### src/rtl/ssd_pkg.sv
// rtl/ssd_pkg.sv - shared register map, CTRL field positions, FSM states and hex font for ssd_scan_ctrl
package ssd_pkg;

    localparam logic [1:0] ADDR_DATA_LO = 2'd0;
    localparam logic [1:0] ADDR_DATA_HI = 2'd1;
    localparam logic [1:0] ADDR_CTRL    = 2'd2;
    localparam logic [1:0] ADDR_BLINK   = 2'd3;

    localparam int CTRL_EN_BIT     = 0;
    localparam int CTRL_BRIGHT_LSB = 4;
    localparam int CTRL_BLANK_LSB  = 8;

    typedef enum logic {
        ST_IDLE = 1'b0,
        ST_SCAN = 1'b1
    } scan_state_t;

    // Active-high segment patterns, bit0 = a ... bit6 = g
    localparam logic [6:0] FONT [16] = '{
        7'h3F, 7'h06, 7'h5B, 7'h4F, 7'h66, 7'h6D, 7'h7D, 7'h07,
        7'h7F, 7'h6F, 7'h77, 7'h7C, 7'h39, 7'h5E, 7'h79, 7'h71
    };

endpackage

### src/rtl/ssd_scan_ctrl_if.sv
// rtl/ssd_scan_ctrl_if.sv - APB register bus bundle for ssd_scan_ctrl
interface ssd_scan_ctrl_if;

    logic [15:0] PADDR;
    logic        PWRITE;
    logic        PSEL;
    logic        PENABLE;
    logic [15:0] PWDATA;
    logic [15:0] PRDATA;
    logic        PREADY;

    modport master (
        output PADDR, PWRITE, PSEL, PENABLE, PWDATA,
        input  PRDATA, PREADY
    );

    modport slave (
        input  PADDR, PWRITE, PSEL, PENABLE, PWDATA,
        output PRDATA, PREADY
    );

endinterface

### src/rtl/ssd_hex_decode.sv
// rtl/ssd_hex_decode.sv - hex nibble to seven-segment lookup with optional active-low output
module ssd_hex_decode
    import ssd_pkg::*;
#(
    parameter bit INVERT = 1'b1
) (
    input  logic [3:0] nibble,
    output logic [6:0] seg
);

    // Font lookup, flipped for common-anode style drive when INVERT is set
    always_comb begin
        seg = INVERT ? ~FONT[nibble] : FONT[nibble];
    end

endmodule

### src/rtl/ssd_scan_ctrl.sv
// rtl/ssd_scan_ctrl.sv - APB-programmed multiplexed seven-segment scanner; optional blink via SSD_BLINK_EN
module ssd_scan_ctrl
    import ssd_pkg::*;
#(
    parameter int DIGITS = 6,
    parameter int DIV    = 50000,
    parameter bit INVERT = 1'b1
) (
    input  logic              clk,
    input  logic              reset,
    ssd_scan_ctrl_if.slave    apb,
    output logic [6:0]        seg,
    output logic [DIGITS-1:0] an
);

    localparam int               SUB     = DIV / 16;
    localparam int               SUBW    = (SUB > 1) ? $clog2(SUB) : 1;
    localparam logic [2:0]       LAST    = 3'(DIGITS - 1);
    localparam logic [6:0]       SEG_OFF = INVERT ? 7'h7F : 7'h00;
    localparam logic [DIGITS-1:0] AN_OFF = INVERT ? {DIGITS{1'b1}} : {DIGITS{1'b0}};
    localparam logic [DIGITS-1:0] AN_ONE = DIGITS'(1);

    logic        wr_en;
    logic [1:0]  reg_sel;
    logic [15:0] rd_data;
    logic        unused_addr;

    logic [15:0] data_lo;
    logic [7:0]  data_hi;
    logic        en_sh;
    logic [3:0]  bright_sh;
    logic [7:0]  blank_sh;

    logic [23:0] act_data;
    logic [3:0]  act_bright;
    logic [7:0]  act_blank;

    scan_state_t state_q, state_d;
    logic        scanning;
    logic        load_active;

    logic [SUBW-1:0] sub_cnt;
    logic [3:0]      subslot;
    logic [2:0]      digit;
    logic            slot_end;
    logic            frame_wrap;
    logic            blink_off;

    logic [31:0]       nib_src;
    logic [3:0]        nibble;
    logic [6:0]        dec_seg;
    logic              drive;
    logic [6:0]        seg_d;
    logic [DIGITS-1:0] an_d;

`ifdef SSD_BLINK_EN
    logic [7:0] blink_sh;
    logic [7:0] act_blink;
    logic [6:0] frame_cnt;
`endif

    assign wr_en       = apb.PSEL & apb.PENABLE & apb.PWRITE;
    assign reg_sel     = apb.PADDR[3:2];
    assign unused_addr = ^{apb.PADDR[15:4], apb.PADDR[1:0]};
    assign apb.PREADY  = apb.PSEL & apb.PENABLE;
    assign apb.PRDATA  = rd_data;

    // Shadow register writes on the APB access phase
    always_ff @(posedge clk or negedge reset) begin
        if (!reset) begin
            data_lo   <= '0;
            data_hi   <= '0;
            en_sh     <= 1'b0;
            bright_sh <= '0;
            blank_sh  <= '0;
`ifdef SSD_BLINK_EN
            blink_sh  <= '0;
`endif
        end else if (wr_en) begin
            case (reg_sel)
                ADDR_DATA_LO: data_lo <= apb.PWDATA;
                ADDR_DATA_HI: data_hi <= apb.PWDATA[7:0];
                ADDR_CTRL: begin
                    en_sh     <= apb.PWDATA[CTRL_EN_BIT];
                    bright_sh <= apb.PWDATA[CTRL_BRIGHT_LSB +: 4];
                    blank_sh  <= apb.PWDATA[CTRL_BLANK_LSB +: 8];
                end
`ifdef SSD_BLINK_EN
                ADDR_BLINK: blink_sh <= apb.PWDATA[7:0];
`endif
                default: ;
            endcase
        end
    end

    // Read mux; unused fields and the absent BLINK register read as zero
    always_comb begin
        rd_data = 16'h0000;
        if (apb.PSEL && !apb.PWRITE) begin
            case (reg_sel)
                ADDR_DATA_LO: rd_data = data_lo;
                ADDR_DATA_HI: rd_data = {8'h00, data_hi};
                ADDR_CTRL:    rd_data = {blank_sh, bright_sh, 3'b000, en_sh};
`ifdef SSD_BLINK_EN
                ADDR_BLINK:   rd_data = {8'h00, blink_sh};
`endif
                default:      rd_data = 16'h0000;
            endcase
        end
    end

    // FSM state register
    always_ff @(posedge clk or negedge reset) begin
        if (!reset) state_q <= ST_IDLE;
        else        state_q <= state_d;
    end

    // FSM next state: leave IDLE once enabled, drop back as soon as enable clears
    always_comb begin
        state_d = state_q;
        case (state_q)
            ST_IDLE: if (en_sh)  state_d = ST_SCAN;
            ST_SCAN: if (!en_sh) state_d = ST_IDLE;
            default: state_d = ST_IDLE;
        endcase
    end

    // Scanning stops the moment enable is cleared so the display blanks on the next edge
    assign scanning    = (state_q == ST_SCAN) && en_sh;
    assign slot_end    = (subslot == 4'hF) && (sub_cnt == SUBW'(SUB - 1));
    assign frame_wrap  = scanning && slot_end && (digit == LAST);
    assign load_active = ((state_q == ST_IDLE) && en_sh) || frame_wrap;

    // Slot prescaler (subslot:sub_cnt) and digit index; all held at zero when not scanning
    always_ff @(posedge clk or negedge reset) begin
        if (!reset) begin
            sub_cnt <= '0;
            subslot <= '0;
            digit   <= '0;
        end else if (!scanning) begin
            sub_cnt <= '0;
            subslot <= '0;
            digit   <= '0;
        end else begin
            if (sub_cnt == SUBW'(SUB - 1)) begin
                sub_cnt <= '0;
                subslot <= subslot + 4'd1;
            end else begin
                sub_cnt <= sub_cnt + SUBW'(1);
            end
            if (slot_end) digit <= (digit == LAST) ? 3'd0 : digit + 3'd1;
        end
    end

`ifdef SSD_BLINK_EN
    // Frame counter; bit 6 selects the blink-off half of each 128-frame period
    always_ff @(posedge clk or negedge reset) begin
        if (!reset)         frame_cnt <= '0;
        else if (!scanning) frame_cnt <= '0;
        else if (frame_wrap) frame_cnt <= frame_cnt + 7'd1;
    end
    assign blink_off = frame_cnt[6] & act_blink[digit];
`else
    assign blink_off = 1'b0;
`endif

    // Active copy only changes at enable or frame wrap so a frame is never mixed
    always_ff @(posedge clk or negedge reset) begin
        if (!reset) begin
            act_data   <= '0;
            act_bright <= '0;
            act_blank  <= '0;
`ifdef SSD_BLINK_EN
            act_blink  <= '0;
`endif
        end else if (load_active) begin
            act_data   <= {data_hi, data_lo};
            act_bright <= bright_sh;
            act_blank  <= blank_sh;
`ifdef SSD_BLINK_EN
            act_blink  <= blink_sh;
`endif
        end
    end

    // Digit select, brightness gating and masking ahead of the output register
    always_comb begin
        nib_src = {8'h00, act_data};
        nibble  = nib_src[{digit, 2'b00} +: 4];
        drive   = scanning && (subslot <= act_bright) && !act_blank[digit] && !blink_off;
        seg_d   = drive ? dec_seg : SEG_OFF;
        an_d    = drive ? (AN_ONE << digit) : '0;
    end

    ssd_hex_decode #(.INVERT(INVERT)) u_hex_decode (
        .nibble (nibble),
        .seg    (dec_seg)
    );

    // seg and an registered together so they switch on the same edge
    always_ff @(posedge clk or negedge reset) begin
        if (!reset) begin
            seg <= SEG_OFF;
            an  <= AN_OFF;
        end else begin
            seg <= seg_d;
            an  <= INVERT ? ~an_d : an_d;
        end
    end

endmodule

### src/flat_wrapper.sv
// flat-port wrapper written by rule: the top's interface ports become plain ports
module ssd_scan_ctrl_flat import ssd_pkg::*;
#(
    parameter int DIGITS = 6,
    parameter int DIV    = 50000,
    parameter bit INVERT = 1'b1
)
  (clk, reset, seg, an, apb_PADDR, apb_PWRITE, apb_PSEL, apb_PENABLE, apb_PWDATA, apb_PRDATA, apb_PREADY);
  ssd_scan_ctrl_if apb_i ();
  input  logic clk;
  input  logic reset;
  output logic [6:0] seg;
  output logic [DIGITS-1:0] an;
  input wire logic [$bits(apb_i.PADDR)-1:0] apb_PADDR;
  input wire logic [$bits(apb_i.PWRITE)-1:0] apb_PWRITE;
  input wire logic [$bits(apb_i.PSEL)-1:0] apb_PSEL;
  input wire logic [$bits(apb_i.PENABLE)-1:0] apb_PENABLE;
  input wire logic [$bits(apb_i.PWDATA)-1:0] apb_PWDATA;
  output wire logic [$bits(apb_i.PRDATA)-1:0] apb_PRDATA;
  output wire logic [$bits(apb_i.PREADY)-1:0] apb_PREADY;
  assign apb_i.PADDR = apb_PADDR;
  assign apb_i.PWRITE = apb_PWRITE;
  assign apb_i.PSEL = apb_PSEL;
  assign apb_i.PENABLE = apb_PENABLE;
  assign apb_i.PWDATA = apb_PWDATA;
  assign apb_PRDATA = apb_i.PRDATA;
  assign apb_PREADY = apb_i.PREADY;
  ssd_scan_ctrl #(.DIGITS(DIGITS), .DIV(DIV), .INVERT(INVERT)) u_core (.clk(clk), .reset(reset), .apb(apb_i), .seg(seg), .an(an));
endmodule
### config.mk
export PLATFORM = sky130hd
export DESIGN_NAME = ssd_scan_ctrl_flat
export DESIGN_NICKNAME = d
export VERILOG_FILES = /design/src/rtl/ssd_pkg.sv /design/src/rtl/ssd_scan_ctrl_if.sv /design/src/rtl/ssd_hex_decode.sv /design/src/rtl/ssd_scan_ctrl.sv /design/src/flat_wrapper.sv
export SDC_FILE = /design/constraint.sdc
export NUM_CORES = 1
export LEC_CHECK = 0
export CORE_UTILIZATION = 55
export DETAILED_ROUTE_END_ITERATION = 16
export GPL_TIMING_DRIVEN = 0
export PLACE_DENSITY = 0.81
export SLEW_MARGIN = 30
export SYNTH_ARGS = -nofsm -noshare
export SYNTH_HDL_FRONTEND = slang
export SYNTH_SLANG_ARGS = --single-unit
### constraint.sdc
create_clock -name clk -period 6.9 [get_ports clk]
set_input_delay 2.07 -clock clk [delete_from_list [all_inputs] [get_ports clk]]
set_output_delay 2.07 -clock clk [all_outputs]
set_load 0.005 [all_outputs]
==> impl_metrics.py, run 1 <==
metrics = {
    "power_and_ir_drop": {
        "power_density_nw_per_um2": 303,
        "fin_total_pwr_uw": 1870,
        "p_leak_uw": 0.00267,
        "peakVddDrop_mv": 0.145,
    },
    "placed_design": {
        "place.port_buffers": 51,
        "gp_congestion": 0.887,
        "dp_hpwl_um": 7480,
        "placed_area_um2": 6000,
    },
    "sta": {
        "rsz0062_at_grt": "no",
        "skew_ns": 0.0135,
        "hold_viol_final": 0,
        "setup_viol": 0,
        "slew_viol_final": 0,
        "finalCritPeriodShare": 0.902,
        "slew_headroom": 0.523,
        "max_freq_mhz": 161,
        "tns_ns": 0,
        "whs_ns": 0.514,
        "worst_slew_pin_slew_ns": 0.715,
        "min_period_ns": 6.22,
    },
    "critical_path": {
        "r2r_setup_slack_ns": 3.92,
        "r2r.worst_path.cells": 10,
        "critPathLaunchType": "input pin",
        "cp-end-kind": "primary output",
        "criticalPathCategory": "in2out",
        "worstPathArrival_ns": 4.15,
        "r2r_start": "u_core.digit[0]",
        "cp.required_ns": 4.83,
        "critPathMaxFanout": 10,
        "crit_path_start": "apb_PADDR[2]",
        "worst_r2r_endpoint": "u_core.seg[3]",
    },
    "global_route": {
        "grt_util_all_layers": 0.226,
        "grt_pass1_wl_um": 17300,
        "overflow": 0,
        "grt_pass1_vias": 3459,
        "antenna_found_initial": 0,
        "grt_max_degree": 76,
    },
    "floorplan": {
        "dieArea_um2": 10000,
        "fp.dieH_um": 100,
        "ioPinCount": 67,
        "core_area_um2": 9280,
        "fp.dieW_um": 100,
        "rows": 35,
        "start_util": 0.571,
    },
    "detailed_routing": {
        "post_drt_wl_per_cell_um": 16.8,
        "via_per_inst": 5.55,
        "wirelength_um": 10500,
        "drc_errors": 0,
        "antenna_left": 0,
        "drt-pass1-iter-count": 4,
        "drt_iter0_drc": 126,
        "via_count": 3466,
    },
    "yosys": {
        "ys_ff_latch": 106,
        "syn_area_um2": 5300,
        "synth.net_count": 478,
        "async_reset_ff_frac": 1.00,
        "yosysWarnings": 0,
        "yosysSeqAreaShare": 0.504,
        "ys_types": 51,
        "netlist.area_leader.share": 0.439,
        "syn_inst": 427,
        "postSynthAreaPerCell_um2": 12.4,
        "yosys-top-cells-area": "dfrtp_1 44%, mux2_2 11%, mux2_4 8.8%",
        "ys.flop_type": "dfrtp_1",
        "synth_edf_count": 0,
        "synth_largest_area_cell": "dfrtp_1",
    },
    "flow_run": {
        "cap_viol_max_count": 0,
    },
    "cells_and_area": {
        "diodes": 0,
        "final_nets": 542,
        "layout_commonest_cell": "dfrtp_1",
        "drive_gt1_frac": 0.256,
        "design_area_um2": 6190,
        "layout_common_cells": "93 x dfrtp_1, 50 x mux2_2, 50 x nor2_1, 50 x clkdlybuf4s50_1, 31 x mux2_4",
        "syn_to_final_growth_pct": 16.7,
        "utilization": 0.666,
    },
    "worst_hold_path": {
        "hold_path_depth": 1,
        "min_from": "u_core.sub_cnt[0]",
        "min_path_type": "reg2reg",
        "hold_end": "u_core.sub_cnt[0]",
    },
    "cts": {
        "hold_buffers": 0,
        "clk_pin_slew_ns": 0.10,
        "cts_tree": "yes",
        "clock-root-buffer": "clkbuf_8",
        "post_cts_buffers": 0,
        "insertion_delay_ns": 0.38,
        "h-tree-depth": 3,
        "cts_resized": 0,
        "clock_sinks": 106,
        "numCtsBuffers": 9,
        "clockBufferDepth": 2,
    },
    "status": {
        "outcome": "finished, final reports clean",
    },
}
==> worst max-delay path, stage by stage <==
cell	delay, ns
clkdlybuf4s50_1	0.51
clkbuf_1	0.47
or2_2	0.21
clkbuf_1	0.34
nor2_1	0.10
clkdlybuf4s50_1	0.46
==> through the flow <==
step	cells	worst slack [ns]
5_1_grt	625	0.510
6_report	625	0.677
3_5_place_dp	608	0.677
4_1_cts	624	0.672
3_3_place_gp	607	0.00750
2_1_floorplan	427	1.68
==> cell type report <==
type / instances / area, um^2
Buffer: 18 / 101
Multi-Input combinational cell: 290 / 2480
Fill cell: 741 / 3100
Clock buffer: 10 / 128
Clock inverter: 6 / 48.8
Inverter: 13 / 48.8
Tap cell: 129 / 161
Sequential cell: 106 / 2670
Timing Repair Buffer: 53 / 544
==> cells in the mapped netlist (all sizes together), types with 2 or more instances <==
| master | n |
|---|---|
| nand4b | 2 |
| a221o | 2 |
| nor3b | 2 |
| or2 | 2 |
| and3 | 2 |
| o211ai | 3 |
| mux2i | 23 |
| clkbuf | 9 |
| o311ai | 2 |
| nand4 | 4 |
| nand3b | 3 |
| nor2 | 50 |
| a21oi | 12 |
| mux2 | 81 |
| and2 | 3 |
| mux4 | 3 |
| xnor2 | 8 |
| nand3 | 13 |
| nor3 | 9 |
| ha | 14 |
| buf | 9 |
| nor2b | 5 |
| inv | 12 |
| a22oi | 3 |
| or3 | 2 |
| nand2b | 3 |
| o21ai | 4 |
| dfrtp | 93 |
| dfstp | 13 |
| nand2 | 16 |
| xor2 | 6 |
==> logic make-up after synthesis <==
logic type               synth area share
AND/OR/NAND/NOR                     0.109
buffers and inverters              0.0283
XOR/XNOR                           0.0231
flip-flops                          0.504
multiplexers                        0.252
adder cells (fa/ha/maj)            0.0331
AO/OA/AOI/OAI                      0.0508
==> state kept, by name, indices dropped and copies added, names as in the netlist <==
register and flops:
u_core.data_lo 16, u_core.data_hi 8, u_core.state_q 1, u_core.en_sh 1
u_core.bright_sh 4, u_core.sub_cnt 12, u_core.an 6, u_core.act_bright 4
u_core.subslot 4, u_core.seg 7, u_core.blank_sh 8, u_core.digit 3
u_core.act_blank 8, u_core.act_data 24
==> power breakdown <==
| part | switching (uW) | leakage, uW | internal, uW | total [uW] |
|---|---|---|---|---|
| sequential | 118 | 0.00131 | 792 | 910 |
| combinational | 254 | 0.00128 | 351 | 605 |
| clock | 222 | 0.0000848 | 135 | 358 |
| total | 594 | 0.00267 | 1280 | 1870 |
==> routing by layer <==
metal	GRT usage	routed length, um
met5	0	0
met4	0.0635	127
met2	0.368	5000
met3	0.0432	382
met1	0.312	5000
==> worst max path at each step <==
stage / cells past startpoint / end / slack [ns]
floorplan: 4 / apb_PRDATA[10] / 1.68
global placement: 1 / u_core.blank_sh[5] / 0.008
detailed placement: 6 / apb_PRDATA[10] / 0.68
CTS: 6 / apb_PRDATA[10] / 0.67
global route: 6 / apb_PRDATA[11] / 0.51
finish: 6 / apb_PRDATA[10] / 0.68
(Power assumes the default switching activity.)
==> run 2, diff against run 1 <==
--- a/config.mk
+++ b/config.mk
@@ -15 +15,2 @@
 export SYNTH_SLANG_ARGS = --single-unit
+export TNS_END_PERCENT = 5
==> constraint.sdc (replaced) <==
create_clock -name clk -period 6.9 [get_ports clk]
set_input_delay 0.69 -clock clk [delete_from_list [all_inputs] [get_ports clk]]
set_output_delay 0.69 -clock clk [all_outputs]
set_load 0.005 [all_outputs]
==> results of run 2 <==
Same layout as run 1 (identical final DEF). Status: finished, final reports clean.
Main changes from that run: setup slack after placement 0.677 ns -> 3.44 ns; setup slack after layout 0.677 ns -> 3.44 ns; hold slack 0.514 ns -> 0.176 ns
